### config.mk
export PLATFORM = sky130hd
export DESIGN_NAME = btn_conditioner
export DESIGN_NICKNAME = d
export VERILOG_FILES = /design/src/rtl/btn_conditioner.sv
export SDC_FILE = /design/constraint.sdc
export NUM_CORES = 1
export LEC_CHECK = 0
export CORE_MARGIN = 5
export CORE_UTILIZATION = 45
export CTS_CLUSTER_SIZE = 28
export DETAILED_ROUTE_END_ITERATION = 6
export GPL_ROUTABILITY_DRIVEN = 0
export PLACE_DENSITY = 0.67
export REMOVE_ABC_BUFFERS = 1
export SYNTH_ARGS = -nofsm -noshare
export SYNTH_HDL_FRONTEND = slang
export SYNTH_SLANG_ARGS = --single-unit
### constraint.sdc
create_clock -name CLK100MHZ -period 3.8 [get_ports CLK100MHZ]
set_clock_uncertainty 0.1 [all_clocks]
set_input_delay 0.76 -clock CLK100MHZ [delete_from_list [all_inputs] [get_ports CLK100MHZ]]
set_output_delay 0.76 -clock CLK100MHZ [all_outputs]
set_load 0.01 [all_outputs]
### src/rtl/btn_conditioner.sv
// Push-button conditioner: two-flop synchroniser, per-channel debounce and press pulses.
// Optional auto-repeat on masked buttons when BTN_AUTOREPEAT_EN is defined.
module btn_conditioner #(
    parameter int unsigned       N_BTN           = 5,
    parameter int unsigned       DEBOUNCE_CYCLES = 50_000,
    parameter int unsigned       CNT_W           = 17,
    parameter int unsigned       REPEAT_DELAY    = 50_000_000,
    parameter int unsigned       REPEAT_RATE     = 10_000_000,
    parameter logic [N_BTN-1:0]  REPEAT_MASK     = N_BTN'(5'b01001)
) (
    input  logic             CLK100MHZ,
    input  logic             reset,
    input  logic [N_BTN-1:0] btn_raw,
    output logic [N_BTN-1:0] btn_level,
    output logic [N_BTN-1:0] btn_pulse
);

    localparam logic [CNT_W-1:0] CntMax = CNT_W'(DEBOUNCE_CYCLES - 1);

    logic [N_BTN-1:0] sync1_q, sync2_q;
    logic [N_BTN-1:0] level_q, level_d;
    logic [N_BTN-1:0] pulse_q, pulse_d;
    logic [N_BTN-1:0] rise;
    logic [CNT_W-1:0] cnt_q [N_BTN];
    logic [CNT_W-1:0] cnt_d [N_BTN];

    // Counter only runs while the synchronised input disagrees with the level.
    always_comb begin
        level_d = level_q;
        for (int i = 0; i < N_BTN; i++) begin
            cnt_d[i] = '0;
            if (sync2_q[i] != level_q[i]) begin
                if (cnt_q[i] == CntMax) begin
                    level_d[i] = sync2_q[i];
                end else begin
                    cnt_d[i] = cnt_q[i] + 1'b1;
                end
            end
        end
    end

    assign rise = level_d & ~level_q;

`ifdef BTN_AUTOREPEAT_EN
    localparam int unsigned      RptW        = 26;
    localparam logic [RptW-1:0]  RptDelayMax = RptW'(REPEAT_DELAY - 1);
    localparam logic [RptW-1:0]  RptRateMax  = RptW'(REPEAT_RATE - 1);

    logic [RptW-1:0]  rpt_cnt_q [N_BTN];
    logic [RptW-1:0]  rpt_cnt_d [N_BTN];
    logic [N_BTN-1:0] rpt_first_q, rpt_first_d;
    logic [N_BTN-1:0] rpt_fire;

    // rpt_first selects the initial delay until the first repeat has fired.
    always_comb begin
        for (int i = 0; i < N_BTN; i++) begin
            rpt_cnt_d[i]   = '0;
            rpt_first_d[i] = 1'b0;
            rpt_fire[i]    = 1'b0;
            if (REPEAT_MASK[i] && level_q[i] && level_d[i]) begin
                if ((rpt_first_q[i] && rpt_cnt_q[i] == RptDelayMax) ||
                    (!rpt_first_q[i] && rpt_cnt_q[i] == RptRateMax)) begin
                    rpt_fire[i] = 1'b1;
                end else begin
                    rpt_cnt_d[i]   = rpt_cnt_q[i] + 1'b1;
                    rpt_first_d[i] = rpt_first_q[i];
                end
            end else if (REPEAT_MASK[i] && rise[i]) begin
                rpt_first_d[i] = 1'b1;
            end
        end
    end

    always_ff @(posedge CLK100MHZ) begin
        if (reset) begin
            rpt_first_q <= '0;
            for (int i = 0; i < N_BTN; i++) rpt_cnt_q[i] <= '0;
        end else begin
            rpt_first_q <= rpt_first_d;
            for (int i = 0; i < N_BTN; i++) rpt_cnt_q[i] <= rpt_cnt_d[i];
        end
    end

    assign pulse_d = rise | rpt_fire;
`else
    logic unused_rpt_params;
    assign unused_rpt_params = ^{REPEAT_DELAY, REPEAT_RATE, REPEAT_MASK};
    assign pulse_d = rise;
`endif

    always_ff @(posedge CLK100MHZ) begin
        if (reset) begin
            sync1_q <= '0;
            sync2_q <= '0;
            level_q <= '0;
            pulse_q <= '0;
            for (int i = 0; i < N_BTN; i++) cnt_q[i] <= '0;
        end else begin
            sync1_q <= btn_raw;
            sync2_q <= sync1_q;
            level_q <= level_d;
            pulse_q <= pulse_d;
            for (int i = 0; i < N_BTN; i++) cnt_q[i] <= cnt_d[i];
        end
    end

    assign btn_level = level_q;
    assign btn_pulse = pulse_q;

endmodule

==> flow_summary.ini, run 1 <==
[cts]
cts.sinks = 105
cts_max_level = 3
cts_hold_buf = 0
numCtsBuffers = 9
max-clock-path-buffers = 2
clkTransAtPathRegs_ps = 100
post_cts_buffers = 0
clockRootBuffer = clkbuf_8
postCtsResizedCells = 0
clock_latency_ps = 360
cts_tree = built

[worst_setup_path]
critPathKind = reg2reg
critPathMaxFanout = 15
r2r_cells = 4
crit_start = cnt_q[0][43]
required_ps = 3910
regToRegEndpoint = cnt_q[0][44]
reg2reg_from = cnt_q[0][43]
start_kind = flip-flop
critPathCaptureType = flip-flop
arrival_ps = 2440
r2r_slack_ps = 1470

[floorplanning]
rows = 36
die_area_um2 = 12200
core_region_area_um2 = 9770
fp.dieH_um = 110
die_w_um = 110
top_level_ports = 17
initial_utilization_pct = 46.3

[timing]
rsz0062_at_grt = false
period_share_pct = 61.2
slew_violations = 0
fin_setup_tns_ps = 0
worst_slew_pin_slew_ps = 1010
period_minus_slack_ps = 2330
hold_viol = 0
max_clock_freq_mhz = 430
relSlewSlack_pct = 32.4
finalSetupViolCount = 0

[pwr]
swShare_pct = 21.8
clock_power_share_pct = 34.5
intPower_mw = 1.36
vdd_ir_drop_max_uv = 224
p_switching_mw = 0.378
leakage_nw = 1.36
p_seq_share_pct = 63.9
power_density_nw_per_um2 = 352
p_comb_share_pct = 1.6

[global_routing]
antenna_found_initial = 0
grt_max_degree = 28
grt-ovfl-total = 0
grt_pass1_wl_um = 14000
track_usage_pct = 14.3
grt_pass1_vias = 3160

[logic_synthesis]
synth_top_area_share_pct = 46.5
synthFlopType = dfxtp_1
netlist_instances = 511
yosysUniqueCellTypes = 40
synth.avg_cell_area_um2 = 8.85
yosys_register_bits = 105
synth-edff-count = 0
synth_xor_area_share_pct = 14.9
synth.area.top_cells = dfxtp_1 46%, xnor2_1 13%, nor2_1 7.9%
yosys.area_share.simple_pct = 29.9
yosysTopAreaCell = dfxtp_1
synth_fa_ha_area_share_pct = 1.38
synthArstFlopShare_pct = 0
synth_area_um2 = 4520
ys_seq_area_share_pct = 46.5
synth.area.mux_share_pct = 0.221
synth_top_family_by_area = simple AND/OR/NAND/NOR gates
ys_warn_count = 0
synth-compound-area-share_pct = 3.15

[min_path]
whs_path_depth = 1
hp-class = reg2reg
hold_end = sync2_q[1]
hold_start = sync1_q[1]

[finish]
area_growth_pct = 8.82
antenna_cells = 0
final_cell_mix = 105 x dfxtp_1, 95 x nor2_1, 67 x xnor2_1, 36 x nand3_1, 32 x nor4_1
fin_nets = 535
final_common_cell = dfxtp_1
drive_above_1_share_pct = 4.36
fill_cells = 940
postLayoutCoreUtil_pct = 50.4

[placed_design]
hpwl_um = 5640
portBuffers = 16

[route]
drc = 0
wl_um = 7980
drtIter0Drc = 116
antenna_left = 0
vias = 3385
viasPerCell = 5.13
wire_per_inst_um = 12.1
dr.pass1.iters = 4

[status]
status = completed

[flow_run]
drv_cap = 0
[state kept, by name (all words and copies together) (netlist names)]
signal / count
btn_level: 5
sync1_q: 5
sync2_q: 5
cnt_q: 85
btn_pulse: 5
[per-stage QoR]
stage                     hold WS, ps  total power [mW]  area (µm²)  std cells  setup WS [ps]
after floorplan                   314              1.15        4430        495           1920
after global placement            317              1.16        4760        645           1330
after detailed placement          323              1.16        4760        645           1270
after CTS                         347              1.76        4920        660           1480
after global routing              375              1.81        4920        660           1230
final                             343              1.73        4920        660           1470
[kinds of logic after synthesis]
group | after synthesis
buffers and inverters | 38
XOR/XNOR | 77
multiplexers | 1
AO/OA/AOI/OAI | 19
adder cells (fa/ha/maj) | 5
AND/OR/NAND/NOR | 266
flip-flops | 105
[worst max-delay path, stage by stage (launching register included)]
cell and delay, ps:
dfxtp_1 440, nor4bb_1 530, nand3_1 180, o21ai_1 810, nor2_1 110
[how the worst max path moves through the flow]
stage                   endpoint  slack (ps)
floorplan           cnt_q[0][10]        1920
global placement    cnt_q[0][37]        1330
detailed placement  cnt_q[0][46]        1270
CTS                 cnt_q[0][46]        1480
global route        cnt_q[0][47]        1230
finish              cnt_q[0][44]        1470
[cells in the mapped netlist, types with 2 or more instances]
cell type  number
inv_1          22
and4_1          3
nor4_1         32
nor3b_1         3
nor2_1         95
or3_1           2
nand2_1        18
nor2b_1        10
clkbuf_1        9
o21ai_0         4
ha_1            5
a21oi_1         7
xor2_1         10
o21ai_2         2
buf_2           2
nand3_1        36
dfxtp_1       105
nor4b_1         4
buf_6           2
a31o_2          2
nand4_1        25
xnor2_1        67
and3_1          7
nor3_1         22
or4_1           2
[power by group through the flow]
stage | combinational [mW] | sequential, mW | clock (mW)
6_report | 0.0277 | 1.11 | 0.598
5_1_grt | 0.0315 | 1.11 | 0.664
4_1_cts | 0.0282 | 1.11 | 0.623
3_5_place_dp | 0.0282 | 1.14 | 0
3_3_place_gp | 0.0276 | 1.13 | 0
2_1_floorplan | 0.0140 | 1.13 | 0
[routing by layer]
layer | up-vias | global-route usage [%] | share of wire (%)
li1 | 1778 | - | -
met1 | 1560 | 18.3 | 49
met4 | 0 | 4.93 | 1.4
met5 | - | 0 | 0
met3 | 9 | 3.90 | 3.7
met2 | 38 | 23.1 | 46
[cell type report]
cell class                      instances  area (µm²)  area share, %
Inverter                               22        82.6           1.68
Timing Repair Buffer                   17         168           3.41
Clock inverter                          4        31.3          0.635
Sequential cell                       105        2100           42.7
Multi-Input combinational cell        368        2240           45.5
Clock buffer                           11         131           2.67
Tap cell                              133         166           3.38
(Power assumes the default switching activity.)
==> run 2: changes to the inputs <==
--- a/config.mk
+++ b/config.mk
@@ -10,7 +10,7 @@
 export CTS_CLUSTER_SIZE = 28
 export DETAILED_ROUTE_END_ITERATION = 6
 export GPL_ROUTABILITY_DRIVEN = 0
-export PLACE_DENSITY = 0.67
+export PLACE_DENSITY = 0.69
 export REMOVE_ABC_BUFFERS = 1
 export SYNTH_ARGS = -nofsm -noshare
 export SYNTH_HDL_FRONTEND = slang
==> constraint.sdc (replaced) <==
create_clock -name CLK100MHZ -period 1.86 [get_ports CLK100MHZ]
set_clock_uncertainty 0.1 [all_clocks]
set_input_delay 0.372 -clock CLK100MHZ [delete_from_list [all_inputs] [get_ports CLK100MHZ]]
set_output_delay 0.372 -clock CLK100MHZ [all_outputs]
set_load 0.01 [all_outputs]
==> run 2 against run 1 <==
  * Worst hold slack about the same
  * Fmax grew 29%
  * Via count up 6.3%
  * Largest power group unchanged
  * Critical path type unchanged
  * Die area did not move
==> flow_summary.ini, run 2 (same netlist as run 1, synthesis figures left out) <==
[global_routing]
grt_pass1_vias = 3402
grt-ovfl-total = 0
grt_pass1_wl_um = 15000
grt_max_degree = 18
antenna_found_initial = 0
track_usage_pct = 15.5

[route]
drc = 0
dr.pass1.iters = 5
vias = 3598
antenna_left = 0
wire_per_inst_um = 12.4
viasPerCell = 5.18
drtIter0Drc = 153
wl_um = 8610

[flow_run]
drv_cap = 0

[cts]
cts_max_level = 3
numCtsBuffers = 9
cts.sinks = 105
clkTransAtPathRegs_ps = 90
cts_tree = built
clock_latency_ps = 370
clockRootBuffer = clkbuf_8
post_cts_buffers = 0
max-clock-path-buffers = 2

[finish]
largest_reg_flops = 85
fill_cells = 912
fin_nets = 568
final_cell_mix = 99 x dfxtp_1, 95 x nor2_1, 67 x xnor2_1, 36 x nand3_1
drive_above_1_share_pct = 12.3
antenna_cells = 0
final_common_cell = dfxtp_1
fin_cells = 694
top_register = cnt_q
postLayoutCoreUtil_pct = 54.2
area_growth_pct = 17.2

[timing]
finalSetupViolCount = 0
slew_violations = 0
worst_slew_pin_slew_ps = 501
period_minus_slack_ps = 1800
setup_ws_ps = 60.2
max_clock_freq_mhz = 556
period_share_pct = 96.8
relSlewSlack_pct = 66.1
hold_viol = 0

[placed_design]
placed_cells = 678
hpwl_um = 6160
portBuffers = 16
place_ws_ps = 27.5

[pwr]
swShare_pct = 21.1
intPower_mw = 3.05
report.power.total_mw = 3.87
vdd_ir_drop_max_uv = 355
p_switching_mw = 0.818
power_density_nw_per_um2 = 730
clock_power_share_pct = 39.5
p_comb_share_pct = 2.0
p_seq_share_pct = 58.6
leakage_nw = 1.56

[floorplanning]
die_w_um = 110
rows = 36
top_level_ports = 17
fp.dieH_um = 110
die_area_um2 = 12200
core_region_area_um2 = 9770
initial_utilization_pct = 46.3

[worst_setup_path]
required_ps = 2020
critPathMaxFanout = 3
start_kind = flip-flop
critPathCaptureType = flip-flop
critPathKind = reg2reg
arrival_ps = 1960

[min_path]
hp-class = reg2reg

[status]
status = completed
## run 2: repair_timing
item                                    CTS  global route
hold buffers                              0             0
endpoints found under the setup margin    1            11
pin swaps                                 0             1
resized for setup                         1            11
## run 2: power by group through the flow
stage / logic (mW) / clock network (mW) / registers (mW)
3_3_place_gp: 0.0748 / 0 / 2.32
3_5_place_dp: 0.0761 / 0 / 2.32
2_1_floorplan: 0.0286 / 0 / 2.32
5_1_grt: 0.0844 / 1.67 / 2.27
4_1_cts: 0.0764 / 1.59 / 2.27
6_report: 0.0760 / 1.53 / 2.27
## run 2: final cells by class
class | instances | area [µm²] | area share (%)
Clock buffer | 9 | 124 | 2.34
Clock inverter | 7 | 95.1 | 1.79
Inverter | 22 | 82.6 | 1.56
Multi-Input combinational cell | 368 | 2270 | 42.9
Sequential cell | 105 | 2110 | 39.8
Tap cell | 133 | 166 | 3.14
Timing Repair Buffer | 50 | 453 | 8.54
## run 2: stage by stage
step	setup TNS, ps	instance area (µm²)	hold WS (ps)
2_1_floorplan	-471	4430	314
3_3_place_gp	0	5050	320
3_5_place_dp	0	5050	324
4_1_cts	0	5270	348
5_1_grt	-9.22	5300	359
6_report	0	5300	344
## run 2: critical path: stages (launching register included)
cell and delay (ps):
dfxtp_1 320, or4_4 540, nor4_4 300, buf_4 160, a21oi_1 70, a41o_1 220
## run 2: final timing paths
kind | slack (ps) | depth (start not counted) | end | startpoint
max | 60 | 5 | btn_level[4] | cnt_q[0][73]
min | 340 | 1 | sync2_q[4] | sync1_q[4]
max reg2reg | 60 | 5 | btn_level[4] | cnt_q[0][73]
min reg2reg | 340 | 1 | sync2_q[4] | sync1_q[4]
## run 2: routing by layer
| layer | global-route usage (%) | routed length, µm | vias to the layer above |
|---|---|---|---|
| li1 | - | - | 1854 |
| met1 | 20.2 | 4140 | 1678 |
| met2 | 24.4 | 4010 | 58 |
| met3 | 4.08 | 350 | 8 |
| met4 | 6.07 | 110 | 0 |
| met5 | 0 | 0 | - |
==> variant 1 (config.mk and constraints of run 2) <==
Set the parameter `N_BTN` to 10 (it was 5).
--- a/src/rtl/btn_conditioner.sv
+++ b/src/rtl/btn_conditioner.sv
@@ -1,7 +1,7 @@
 // Push-button conditioner: two-flop synchroniser, per-channel debounce and press pulses.
 // Optional auto-repeat on masked buttons when BTN_AUTOREPEAT_EN is defined.
 module btn_conditioner #(
-    parameter int unsigned       N_BTN           = 5,
+    parameter int unsigned       N_BTN           = 10,
     parameter int unsigned       DEBOUNCE_CYCLES = 50_000,
     parameter int unsigned       CNT_W           = 17,
     parameter int unsigned       REPEAT_DELAY    = 50_000_000,
Interface: changed (resized btn_level, btn_pulse and btn_raw); port bits go from 17 to 32. No check against the original RTL was run, so the function may have changed too.
==> variant 1 against run 2 <==
  * Critical path depth shrank 4
  * Total power grew to 2.5 times the old value
  * Clock power grew to 3.4 times the old value
  * Routed wire length up 95%
  * Sequential cell count grew 105
  * Synthesized area rose by 100%
  * Design area is 100% higher
  * Worst setup slack lost 0.015 ns
  * Highest routed layer unchanged
  * Sequential power increased by 100%
==> variant 1: results (changes against run 2) <==
fillers=1876 (+110%); Unique masters post-synth=46 (+15%); Root Buffer=clkbuf_16; hpwl dp=11600 um (+88%); number of I/O port buffers=31 (+15); ant diodes=0 (unchanged); 1st-pass router iterations=4 (-1); r2r setup slk=0.09 ns (+0.03 ns); reg-to-reg endpoint=cnt_q[5][16]; R2R cell count=5 (unchanged); initial antenna violation count=0 (unchanged); worst-case clock buffer depth=3 (+1); cell family with most CP delay=buffers and inverters; Seq/Total Area, Yosys=46.4% (-0.071 points); clk_lat worst skew=0.50 ns (+0.13 ns); via count=7076 (+97%); largest fanout on the critical path=1 (-2); slew margin rel.=69.8% (+3.6 points); depth of the CTS H-tree=1 (-2); hold path depth=2 (+1); CP arrival=1.34 ns (-0.62 ns); Synth area leaders=dfxtp_1 46%, xnor2_1 11%, nor2_1 7.6%, nor4_1 4.0%, nand3_1 3.8%; reg2reg start=cnt_q[5][1]; Largest Register=cnt_q; final WL=16800 um (+95%); worst-case vdd ir drop=0.728 mV (+100%); Endpoint, Worst Hold=sync2_q[4]; Leak=0.00339 uW (+120%); # nets final=1112 (+96%); layout cell share with drive strength beyond 1=9.76% (-2.5 points); max reg flops=170 (+100%); largest net degree at the start of global routing=17 (-1); Num CTS Buffers=24 (+15); Hold Path Origin=reset; clk slew on worst S/H paths=0.06 ns (-0.03 ns); initial DRC count=284 (+86%); status=complete, no violations; gr usage total=14.3% (-1.2 points); worst min-delay path category=primary input to register; number of global-route vias before repair=6680 (+96%); first-pass GRT wire length=29700 um (+97%); Resized cells post-CTS=13 (+12); crit path max-delay cell type=clkdlybuf4s50_1; Fin Hold WS=0.131 ns (-0.212 ns); Area after DPL=0.00989 mm2 (+96%); Commonest cells post-synth=210 x dfxtp_1, 183 x nor2_1, 116 x xnor2_1
-- variant 1: cell types whose count changed after synthesis, moves of 24 or more --
cell	delta
dfxtp_1	+105
nand2_1	+26
nand3_1	+33
nand4_1	+29
nor2_1	+88
nor4_1	+26
xnor2_1	+49
xor2_1	+24
-- variant 1: worst max path at each step --
stage,slack (ns),startpoint,to
after floorplan,0.006,cnt_q[7][0],cnt_q[7][10]
after global placement,0.10,cnt_q[5][1],cnt_q[5][16]
after detailed placement,0.08,cnt_q[5][1],cnt_q[5][16]
after CTS,0.02,btn_pulse[4],btn_pulse[4]
after global routing,0.00009,cnt_q[5][1],cnt_q[5][16]
final,0.05,btn_pulse[4],btn_pulse[4]
-- variant 1: logic make-up after synthesis --
logic type	share of synthesized area [%]
DFF	46.4
xor gates and xnor gates	14.5
and+or+nand+nor	31.6
AOI/OAI and AO/OA	3.20
adders and majority gates	1.38
buffers and inverters	2.73
muxes	0.221
-- variant 1: per-stage QoR --
| step | worst slack, ns | std cells | power (uW) |
|---|---|---|---|
| after floorplan | 0.00612 | 996 | 4690 |
| after global placement | 0.104 | 1334 | 4780 |
| after detailed placement | 0.0791 | 1334 | 4780 |
| after CTS | 0.0164 | 1377 | 10000 |
| after global routing | 0.0000910 | 1377 | 10200 |
| final | 0.0456 | 1377 | 9830 |
-- variant 1: power breakdown --
part,switching [uW],internal [uW]
registers,15.5,4530
logic,68.7,67.2
clock network,1780,3380
total,1860,7970
-- variant 1: final cells by class --
type                       instances  area, um2  share of cell area, %
timing repair buffer              68        612                   5.67
clock buffer                      34        719                   6.67
clock inverter                     9        176                   1.63
multi-input combinational        755       4620                   42.8
tap                              270        338                   3.13
sequential                       210       4210                   39.0
inverter                          31        116                   1.08
-- variant 1: metal layers --
| layer | track usage [%] | wire, um | up-vias |
|---|---|---|---|
| li1 | - | - | 3697 |
| met1 | 19.2 | 8210 | 3267 |
| met2 | 23.9 | 7630 | 85 |
| met3 | 2.56 | 592 | 27 |
| met4 | 3.85 | 368 | 0 |
| met5 | 0 | 0 | - |
==> variant 2 (settings of run 2) <==
Without the edit above. Register the input `btn_raw` before use, cleared by the reset. The logic sees it one clock later.
--- a/src/rtl/btn_conditioner.sv
+++ b/src/rtl/btn_conditioner.sv
@@ -16,6 +16,16 @@
 );
 
     localparam logic [CNT_W-1:0] CntMax = CNT_W'(DEBOUNCE_CYCLES - 1);
+
+    logic [N_BTN-1:0] btn_raw_q;
+
+    always_ff @(posedge CLK100MHZ) begin
+        if (reset) begin
+            btn_raw_q <= '0;
+        end else begin
+            btn_raw_q <= btn_raw;
+        end
+    end
 
     logic [N_BTN-1:0] sync1_q, sync2_q;
     logic [N_BTN-1:0] level_q, level_d;
@@ -96,7 +106,7 @@
             pulse_q <= '0;
             for (int i = 0; i < N_BTN; i++) cnt_q[i] <= '0;
         end else begin
-            sync1_q <= btn_raw;
+            sync1_q <= btn_raw_q;
             sync2_q <= sync1_q;
             level_q <= level_d;
             pulse_q <= pulse_d;
Behaviour: same outputs for any inputs over 10 cycles, from zero or initial values and one cycle with reset high; that may be too few to reach the edited logic, so the function may still have changed.
==> variant 2 against run 2 <==
  * The run now ends with setup timing left
  * Routed wire length increased by 10%
  * Design area increased by 12%
  * Total power increased by 1.5%
  * Sequential cell count increased by 5
  * Utilization increased by 3.8 points
  * Global-route usage increased by 0.56 points
  * Worst setup slack got worse by 0.25 ns
  * Synthesized area increased by 2.4%
  * Largest power group unchanged
  * Highest routed layer unchanged
==> variant 2: results (changes against run 2) <==
status=finished, violations left; failing checks=setup timing; sequential cell area=0.00221 mm2 (+5.0%); gr usage total=16.0% (+0.56 points); layout cell share with drive strength beyond 1=24.0% (+12 points); clock tree sinks=110 (+4.8%); worst-case vdd ir drop=0.554 mV (+56%); Slew @ Worst Pin=0.580 ns (+0.0791 ns); GR Util met3=3.97% (-0.11 points); reg2reg start=cnt_q[0][62]; sw frac=21.6% (+0.50 points); final WL=9510 um (+10%); Hold Path Origin=btn_raw_q[0]; worst min-delay path category=register to register; Leak=0.00181 uW (+16%); clk slew on worst S/H paths=0.10 ns; Clock power frac=37.5% (-2.0 points); largest net degree at the start of global routing=19 (+1); Yosys warnings=0 (unchanged); Multi-In Gates=378 (+2.7%); setup TNS=-7.54 ns (-7.54 ns); largest fanout on the critical path=8 (+5); hpwl dp=6630 um (+7.7%); # nets final=611 (+7.6%); setup ws final=-0.185 ns (-0.245 ns); Layout clock area frac=3.45% (-0.68 points); Final Setup Violations=50 (+50); origin of the worst setup path=cnt_q[0][62]; Commonest cells post-synth=110 x dfxtp_1, 102 x nor2_1, 72 x xnor2_1; CLK BUF=10 (+1); placed cells=716 (+5.6%); internal cell power=3080 uW (+0.87%); CP arrival=2.23 ns (+0.27 ns); grt met2 use=28.4% (+4.0 points); Synth area leaders=dfxtp_1 48%, xnor2_1 14%, nor2_1 8.3%, nor4_1 4.2%, nand4_1 3.4%; Unique masters post-synth=36 (-10%); reg-to-reg endpoint=cnt_q[0][60]; Seq/Total Area, Yosys=47.5% (+1.1 points); met1 usage=18.8% (-1.4 points); Seq/total area=37.4% (-2.3 points); Root Buffer=clkbuf_8; Area after DPL=0.00534 mm2 (+5.8%); Resized cells post-CTS=25 (+24); Setup Fix Bufs, Post-CTS=4 (+4); via count=3781 (+5.1%); first-pass GRT wire length=16800 um (+12%); layout buffering overhead excluding clock cells=12.3% (+3.7 points); synthesized area per cell=8.86 um2 (about the same); Fin Hold WS=0.349 ns (+0.00535 ns); pre-CTS setup slack=-0.197 ns (-0.225 ns); multi-input combinational area share=42.6% (-0.27 points); vias per cell=5.11 (-1.4%); fillers=892 (-2.2%); Synth Flop Type=dfxtp_1; initial DRC count=189 (+24%); hold-fix buffers at CTS=0 (unchanged); 1st-pass router iterations=4 (-1)
-- variant 2: cell types whose count changed in the layout (fill, tap and decap cells not counted), moves of 7 or more --
cell | before | now
buf_4 | 31 | 50
buf_6 | 0 | 7
nand3_1 | 36 | 28
nor2_1 | 95 | 63
nor2_2 | 0 | 24
nor2_4 | 0 | 15
-- variant 2: cell families after synthesis --
kind of cell	synth area share (%)
xor gates and xnor gates	14.9
buffers and inverters	3.29
DFF	47.5
and+or+nand+nor	30.0
AOI/OAI and AO/OA	2.92
adders and majority gates	1.35
-- variant 2: critical path: stages (launching register included) --
cell and delay (ns):
dfxtp_2 0.33, or4_4 0.52, or4_4 0.55, o21ai_4 0.20, clkbuf_16 0.21, nor2_2 0.04
-- variant 2: routing by layer --
| metal | part of all wire [%] | wire, um |
|---|---|---|
| met1 | 44 | 4200 |
| met2 | 51 | 4860 |
| met4 | 1.2 | 116 |
| met3 | 3.6 | 342 |
| met5 | 0 | 0 |
